$ cat src/rtl/tile_scheduler.sv
// tile_scheduler: per-tick song ROM fetch, lane tail counters and ROWS x LANES grid scroll.
module tile_scheduler #(
    parameter int ROWS   = 12,
    parameter int LANES  = 16,
    parameter int ADDR_W = 8
) (
    input  logic                  CLOCK_50,
    input  logic                  reset,
    input  logic                  start,
    input  logic                  tick,
    output logic [ADDR_W-1:0]     rom_addr,
    input  logic [15:0]           rom_data,
    output logic [ROWS*LANES-1:0] grid,
    output logic [LANES-1:0]      bottom_row,
    output logic                  row_valid,
    output logic [7:0]            frame,
    output logic                  busy,
    output logic                  overrun,
    output logic                  song_done
);
    typedef enum logic [2:0] {IDLE, WAIT_TICK, FETCH, CHECK, COMMIT, DONE} state_t;
    state_t                state_q, state_d;
    logic [ADDR_W-1:0]     ptr_q, ptr_d, ptr_inc;
    logic [ROWS*LANES-1:0] grid_q, grid_d, grid_shift;
    logic [3:0]            cnt_q [LANES];
    logic [3:0]            cnt_d [LANES];
    logic [LANES-1:0]      spawn, tail;
    logic [7:0]            frame_q, frame_d;
    logic                  eos_q, eos_d, rv_q, rv_d, ovr_q, ovr_d, sentinel, hit;

    for (genvar l = 0; l < LANES; l++) begin : g_lane
        assign spawn[l] = cnt_q[l] != 4'd0;
        assign tail[l]  = cnt_q[l] > 4'd1;
    end

    assign ptr_inc    = ptr_q + 1'b1;
    assign grid_shift = {grid_q[(ROWS-1)*LANES-1:0], spawn};
    // once end-of-song is latched the ROM is no longer trusted, even if ptr stopped short of a sentinel
    assign sentinel   = eos_q || rom_data == 16'hFFFF;
    assign hit        = !sentinel && rom_data[7:0] == frame_q;

    always_ff @(posedge CLOCK_50 or posedge reset) begin
        if (reset) begin
            state_q <= IDLE;
            ptr_q   <= '0;
            grid_q  <= '0;
            frame_q <= '0;
            eos_q   <= 1'b0;
            rv_q    <= 1'b0;
            ovr_q   <= 1'b0;
            for (int i = 0; i < LANES; i++) cnt_q[i] <= '0;
        end else begin
            state_q <= state_d;
            ptr_q   <= ptr_d;
            grid_q  <= grid_d;
            frame_q <= frame_d;
            eos_q   <= eos_d;
            rv_q    <= rv_d;
            ovr_q   <= ovr_d;
            cnt_q   <= cnt_d;
        end
    end

    always_comb begin
        state_d = state_q;
        case (state_q)
            WAIT_TICK: state_d = tick ? FETCH : WAIT_TICK;
            FETCH:     state_d = CHECK;
            CHECK:     state_d = hit && ptr_inc != '1 ? FETCH : COMMIT;
            COMMIT:    state_d = eos_q && grid_shift == '0 && tail == '0 ? DONE : WAIT_TICK;
            default:   state_d = state_q;
        endcase
        if (start) state_d = WAIT_TICK;
    end

    always_comb begin
        ptr_d   = ptr_q;
        grid_d  = grid_q;
        cnt_d   = cnt_q;
        frame_d = frame_q;
        eos_d   = eos_q;
        ovr_d   = ovr_q || (tick && busy);
        rv_d    = state_q == COMMIT && !start;
        if (start) begin
            ptr_d   = '0;
            grid_d  = '0;
            frame_d = '0;
            eos_d   = 1'b0;
            ovr_d   = 1'b0;
            for (int i = 0; i < LANES; i++) cnt_d[i] = '0;
        end else if (state_q == CHECK) begin
            eos_d = eos_q || sentinel || (hit && ptr_inc == '1);
            if (hit) begin
                cnt_d[rom_data[15:12]] = rom_data[11:8] == 4'd0 ? 4'd1 : rom_data[11:8];
                ptr_d = ptr_inc;
            end
        end else if (state_q == COMMIT) begin
            grid_d  = grid_shift;
            frame_d = frame_q + 8'd1;
            for (int i = 0; i < LANES; i++) cnt_d[i] = cnt_q[i] - {3'b000, spawn[i]};
        end
    end

    always_comb begin
        rom_addr   = ptr_q;
        grid       = grid_q;
        bottom_row = grid_q[(ROWS-1)*LANES +: LANES];
        row_valid  = rv_q;
        frame      = frame_q;
        busy       = state_q inside {FETCH, CHECK, COMMIT};
        overrun    = ovr_q;
        song_done  = state_q == DONE;
    end
endmodule
$ cat config.mk
export PLATFORM = sky130hd
export DESIGN_NAME = tile_scheduler
export DESIGN_NICKNAME = d
export VERILOG_FILES = /design/src/rtl/tile_scheduler.sv
export SDC_FILE = /design/constraint.sdc
export NUM_CORES = 1
export LEC_CHECK = 0
export CORE_UTILIZATION = 45
export CTS_BUF_LIST = sky130_fd_sc_hd__clkbuf_16
export DETAILED_ROUTE_END_ITERATION = 8
export HOLD_SLACK_MARGIN = 0.12
export PLACE_DENSITY = 0.74
export SLEW_MARGIN = 20
export SYNTH_ARGS = -nofsm -noshare
export SYNTH_HDL_FRONTEND = slang
export SYNTH_SLANG_ARGS = --single-unit
export TNS_END_PERCENT = 10
$ cat constraint.sdc
create_clock -name CLOCK_50 -period 11.6 [get_ports CLOCK_50]
set_clock_uncertainty 0.15 [all_clocks]
set_input_delay 1.74 -clock CLOCK_50 [delete_from_list [all_inputs] [get_ports CLOCK_50]]
set_output_delay 1.74 -clock CLOCK_50 [all_outputs]
set_load 0.05 [all_outputs]
* After elaboration in Yosys (flattened, before gate mapping)
Index checks and enable logic that the tools add are counted.
** Storage, ports and cells
- Bits in registers :: 278
- Word-level logic and storage cells :: 138
** Cells by class
- Add/subtract/negate cells :: 18
- $lt $le $gt $ge :: 18
- Equal/unequal tests :: 11
- Multiplexer cells :: 25
- Bitwise gates (word level) :: 1
- Reductions and logical operators :: 42
** Operators by type and width (count)
- $mux W192 :: 3
- $mux W64 :: 4
- $logic_not A192 Y1 :: 1
- $bwmux W64 :: 1
- $gt A4 B1 Y1 const B :: 16
- $reduce_bool A4 Y1 :: 16
- $sub A4 B1 Y4 :: 16
- $mux W8 :: 6
- $add A8 B1 Y8 const B :: 2
- $demux W4 S4 :: 1
- $eq A16 B16 Y1 const B :: 1
- $logic_not A16 Y1 :: 1
- $pmux W3 S4 :: 1
- $mux W3 :: 3
- $eq A8 B8 Y1 :: 1
- $eq A8 B8 Y1 const B :: 1
- $logic_and A1 B1 Y1 :: 8
- $mux W4 :: 2
- $ne A8 B8 Y1 const B :: 1
- $eq A3 B2 Y1 const B :: 2
- $eq A3 B3 Y1 const B :: 2
- $reduce_and A2 Y1 :: 3
- $reduce_bool A2 Y1 :: 3
- $reduce_bool A3 Y1 :: 2
- 12 further kinds :: 18

* Longest topological paths before layout
- Word-level depth :: 9
- Mapped depth :: 8
- Depth with buffers taken out :: 8

* Worst setup path before layout
OpenSTA, ideal clock, no wires.
- Path kind :: register to output
- From :: register state_q[0]
- To :: output busy
- Arrival :: 1.730 ns
- Data required time :: 9.710 ns
- Slack :: 7.980 ns
- Stages on the path, launching flop included :: 6
- Path buffers :: 3
- Path through :: dfrtp_1 -> buf_2 -> or3_1 -> clkbuf_1 -> clkbuf_1 -> o21ai_0
** On the way
- Longest elaborated chain between the ends :: 2
- Elaborated cells on any way between the ends :: 4
- Classes of those cells :: eq/ne: 3; reduce/logical: 1
** RTL lines
- from (decl) :: RTL line 22 : state_t state_q, state_d;
- from (signal assigned) :: RTL line 53 : state_q <= state_d;
- $eq A3 B2 Y1 or $eq A3 B3 Y1 (tied branches) :: RTL line 110 : busy = state_q inside {FETCH, CHECK, COMMIT};
- $reduce_bool A3 Y1 * :: RTL line 110
- to (decl) :: RTL line 17 : output logic busy,
Every way passes the cells marked *; elsewhere a longest branch is shown, timed or not.

* Final worst setup path
- From :: input rom_data[10]
- To :: register cnt_q[30] (netlist bit)
** On the way
- Longest elaborated chain between the ends :: 6
- Elaborated cells on any way between the ends :: 12
- Classes of those cells :: eq/ne: 2; mux: 5; reduce/logical: 5
** RTL lines
- from (decl) :: RTL line 12 : input logic [15:0] rom_data,
- $eq A16 B16 Y1 or $logic_not A4 Y1 (tied branches) :: RTL line 39, 94
- $logic_or A1 B1 Y1 or $mux W4 (tied branches) :: RTL line 39, 94
- $logic_not A1 Y1 or $bwmux W64 (tied branches) :: RTL line 40, 94
- $logic_and A1 B1 Y1 or $mux W64 (tied branches) :: RTL line 40, 93
- $ne A3 B3 Y1 (no source line) or $mux W64 (tied branches)
- $reduce_and A2 Y1 (no source line) or $mux W64 (tied branches)
- to (signal assigned) :: RTL line 60 : cnt_q <= cnt_d;
- to (decl) :: RTL line 25 : logic [3:0] cnt_q [LANES];
Several ways; a longest one is shown, not always the timed one. The select of a mux whose other input is x is not followed.
A chain may end at the register's enable or synchronous reset.

==> metrics.md <==
| Metric | Value |
|---|---|
| Largest net degree at the start of global routing | `221` |
| Worst-path clk slew | `0.06 ns` |
| Pwr Density | `134.3 nW/um^2` |
| DR vias/cell | `6.175` |
| Worst-skew pair later-pin latency | `0.56 ns` |
| Die X | `182.2 um` |
| Ys Warns | `0` |
| Crit-path max FO | `101` |
| Hold Crit Start | `overrun` |
| # setup viols final | `0` |
| Syn_nets | `1,740` |
| Post-synthesis register bit count | `278` |
| Hold_buf cts | `0` |
| Die Ht | `182.2 um` |
| Global router's overall resource usage | `28.63%` |
| Fin nets | `1,884` |
| Status | `finished clean` |
| Max Freq | `188.0 MHz` |
| Design Power | `2.423 mW` |
| Port Buffers | `247` |
| Number of buffers created by CTS | `31` |
| Worst Tran Pin Value | `1.112 ns` |
| Clock root cell | `clkbuf_16` |
| Avg Cell Area, Syn | `8.668 um^2` |
| TritonCTS clock tree | `yes` |
| GPL Wtd Cong | `0.8875` |
| Async set-or-reset flop fraction in the synthesized netlist | `100.0%` |
| ANT nets after route | `0` |
| Placed Area | `17,020 um^2` |
| Arr. time, crit path | `5.59 ns` |
| Post CTS Setup Buffer Count | `0` |
| CP peak stage delay | `1.21 ns` |
| Worst endpoint required time | `11.87 ns` |
| First-pass DRT Iterations | `6` |
| Core box area | `31,720 um^2` |
| RSZ-0062 raised after global routing | `false` |
| Fin area | `18,050 um^2` |
| Number of diodes | `0` |
| Clock Sinks | `278` |
| Post-Syn Area | `14,610 um^2` |
| Top-count cell post-synth | `nand2_1` |
| P_leak | `7.225 nW` |
| Tcrit/Tclk final | `45.85%` |
| Detail Placement HPWL | `32,710 um` |
| CP Launch Type | `input pin` |
| Largest area contributor in the netlist | `dfrtp_1` |
| Crit Reg-Reg Startpoint | `state_q[2]` |
| Synth cell types | `53` |
| Setup crit end kind | `flop` |
| Worst VDD drop | `0.0001096 V` |
| Post-CTS resize count | `0` |
| Setup TNS | `0 ns` |
| Post-synthesis sequential area ratio | `47.63%` |
| CTS max path bufs | `3` |
| Critical path type | `in2reg` |
| Final WL | `48,760 um` |
| CP Cell Sequence | `clkdlybuf4s50_1, nand4_1, o41a_1, nand4_4, buf_4, a21o_1, o22ai_1` |
| DRC viols | `0` |
| Ys flop type | `dfrtp_1` |
| Die Area | `33,180 um^2` |
| Via count | `13,920` |
| Final count of pins violating max slew | `0` |
| Slew margin rel. | `25.22%` |
| Max-Cap Viols | `0` |
| Area Growth Syn to Fin | `23.57%` |
| Initial DRC count | `1,717` |
| DR WL/cell | `21.62 um` |
| Number of global-route vias before repair | `12,830` |
| Final hold violation count | `0` |
| Share of layout cells above drive strength 1 | `4.695%` |
| Tmin final | `5.319 ns` |
| Hold Crit Class | `reg2reg` |
| Critical path's slowest cell | `clkdlybuf4s50_1` |
| Initial antenna violation count | `0` |
| Ports | `248` |
| Delay-heaviest family, CP | `buffers and inverters` |
| Buf/Inv on CP | `2` |
| Post-synth EDFFs | `0` |
| H-tree levels | `1` |
| Crit. Startpoint | `rom_data[10]` |
| Commonest cells in the synthesized netlist | `388 x nand2_1, 278 x dfrtp_1, 244 x a21oi_1, 116 x nor2_1, 101 x clkbuf_1` |
| Synthesized instance count | `1,685` |
| Global-route wire length before repair | `74,810 um` |
| Synth top area share | `47.63%` |
| Row count | `65` |
| GRT overflow | `0` |
| Dominant cells by area after synthesis | `dfrtp_1 48%, nand2_1 10%, a21oi_1 8.4%` |
| Initial Util | `46.05%` |
-- metal layers --
metal	wire length, um	track usage, %	vias to the layer above
met2	23220	46.59	690
met5	0	0	-
met1	19820	38.57	6855
met3	3869	4.410	109
li1	-	-	6270
met4	1851	10.82	0
-- power by group --
part | internal (mW) | switching (mW) | total [mW]
clock | 0.595 | 0.403 | 0.998
sequential | 0.989 | 0.0297 | 1.02
combinational | 0.142 | 0.265 | 0.407
total | 1.73 | 0.698 | 2.42
-- layout make-up --
type / instances / area (um^2)
Sequential cell: 278 / 6957
Multi-Input combinational cell: 1205 / 6771
Clock buffer: 31 / 775.7
Fill cell: 2785 / 13670
Clock inverter: 26 / 251.5
Timing Repair Buffer: 258 / 2575
Inverter: 55 / 214.0
Tap cell: 402 / 503.0
-- cell usage in the layout, fill, tap and decap left out, types with 4 or more instances in the layout --
cell type / instances
nand2_1: 388
dfrtp_1: 278
clkdlybuf4s50_1: 246
a21oi_1: 244
nor2_1: 114
nor4_1: 67
inv_1: 63
a221oi_1: 47
ha_1: 35
a311oi_1: 32
clkbuf_16: 31
nand4_1: 29
xnor2_1: 27
nor3b_1: 26
a31oi_1: 25
o21ai_0: 18
nor3_1: 16
a211oi_1: 16
a211oi_2: 15
nand3b_1: 9
buf_4: 9
mux2i_1: 8
o22ai_1: 8
nand3_1: 7
o311a_1: 7
o21ai_1: 6
or3_1: 6
nand4b_1: 6
nand4bb_1: 5
bufinv_16: 5
clkinv_2: 5
xor2_1: 4
and3_1: 4
or4b_2: 4
clkinv_1: 4
-- stage by stage --
stage / utilization [%] / instances / hold slack [ns] / setup WS, ns
floorplan: - / 1685 / 0.3423 / 2.045
global placement: 53.65 / 2198 / 0.3287 / 5.957
detailed placement: 53.65 / 2198 / 0.3538 / 5.780
CTS: 56.89 / 2255 / 0.3680 / 6.342
global route: 56.90 / 2255 / 0.3945 / 6.089
finish: 56.90 / 2255 / 0.3620 / 6.281
-- kinds of logic after synthesis --
logic type               count (synthesis)  synth area share (%)
AND/OR/NAND/NOR                        702                 22.22
AO/OA/AOI/OAI                          429                 18.56
flip-flops                             278                 47.63
buffers and inverters                  202                 6.177
adder cells (fa/ha/maj)                 35                 2.998
XOR/XNOR                                31                 1.859
multiplexers                             8                0.5483
-- state kept, by name, indices dropped and copies added (netlist names) --
| register | cells |
|---|---|
| overrun | 1 |
| state_q | 3 |
| eos_q | 1 |
| frame | 8 |
| row_valid | 1 |
| grid | 192 |
| rom_addr | 8 |
| cnt_q | 64 |
-- tightest hold or removal path, stage by stage, from the launching register on --
cell	delay, ns
dfrtp_1	0.35
a21oi_1	0.04
nor2_1	0.08
-- worst paths after layout --
path	to	slack, ns	cells after the start
worst min-delay path	overrun	0.36	2
worst max register to register	grid[148]	8.06	6
max in group asynchronous	grid[103]	8.11	3
worst min register to register	overrun	0.36	2
min in group asynchronous	grid[186]	1.60	2
worst max-delay path	cnt_q[30]	6.28	7
Power figures use the tool's default switching activity.
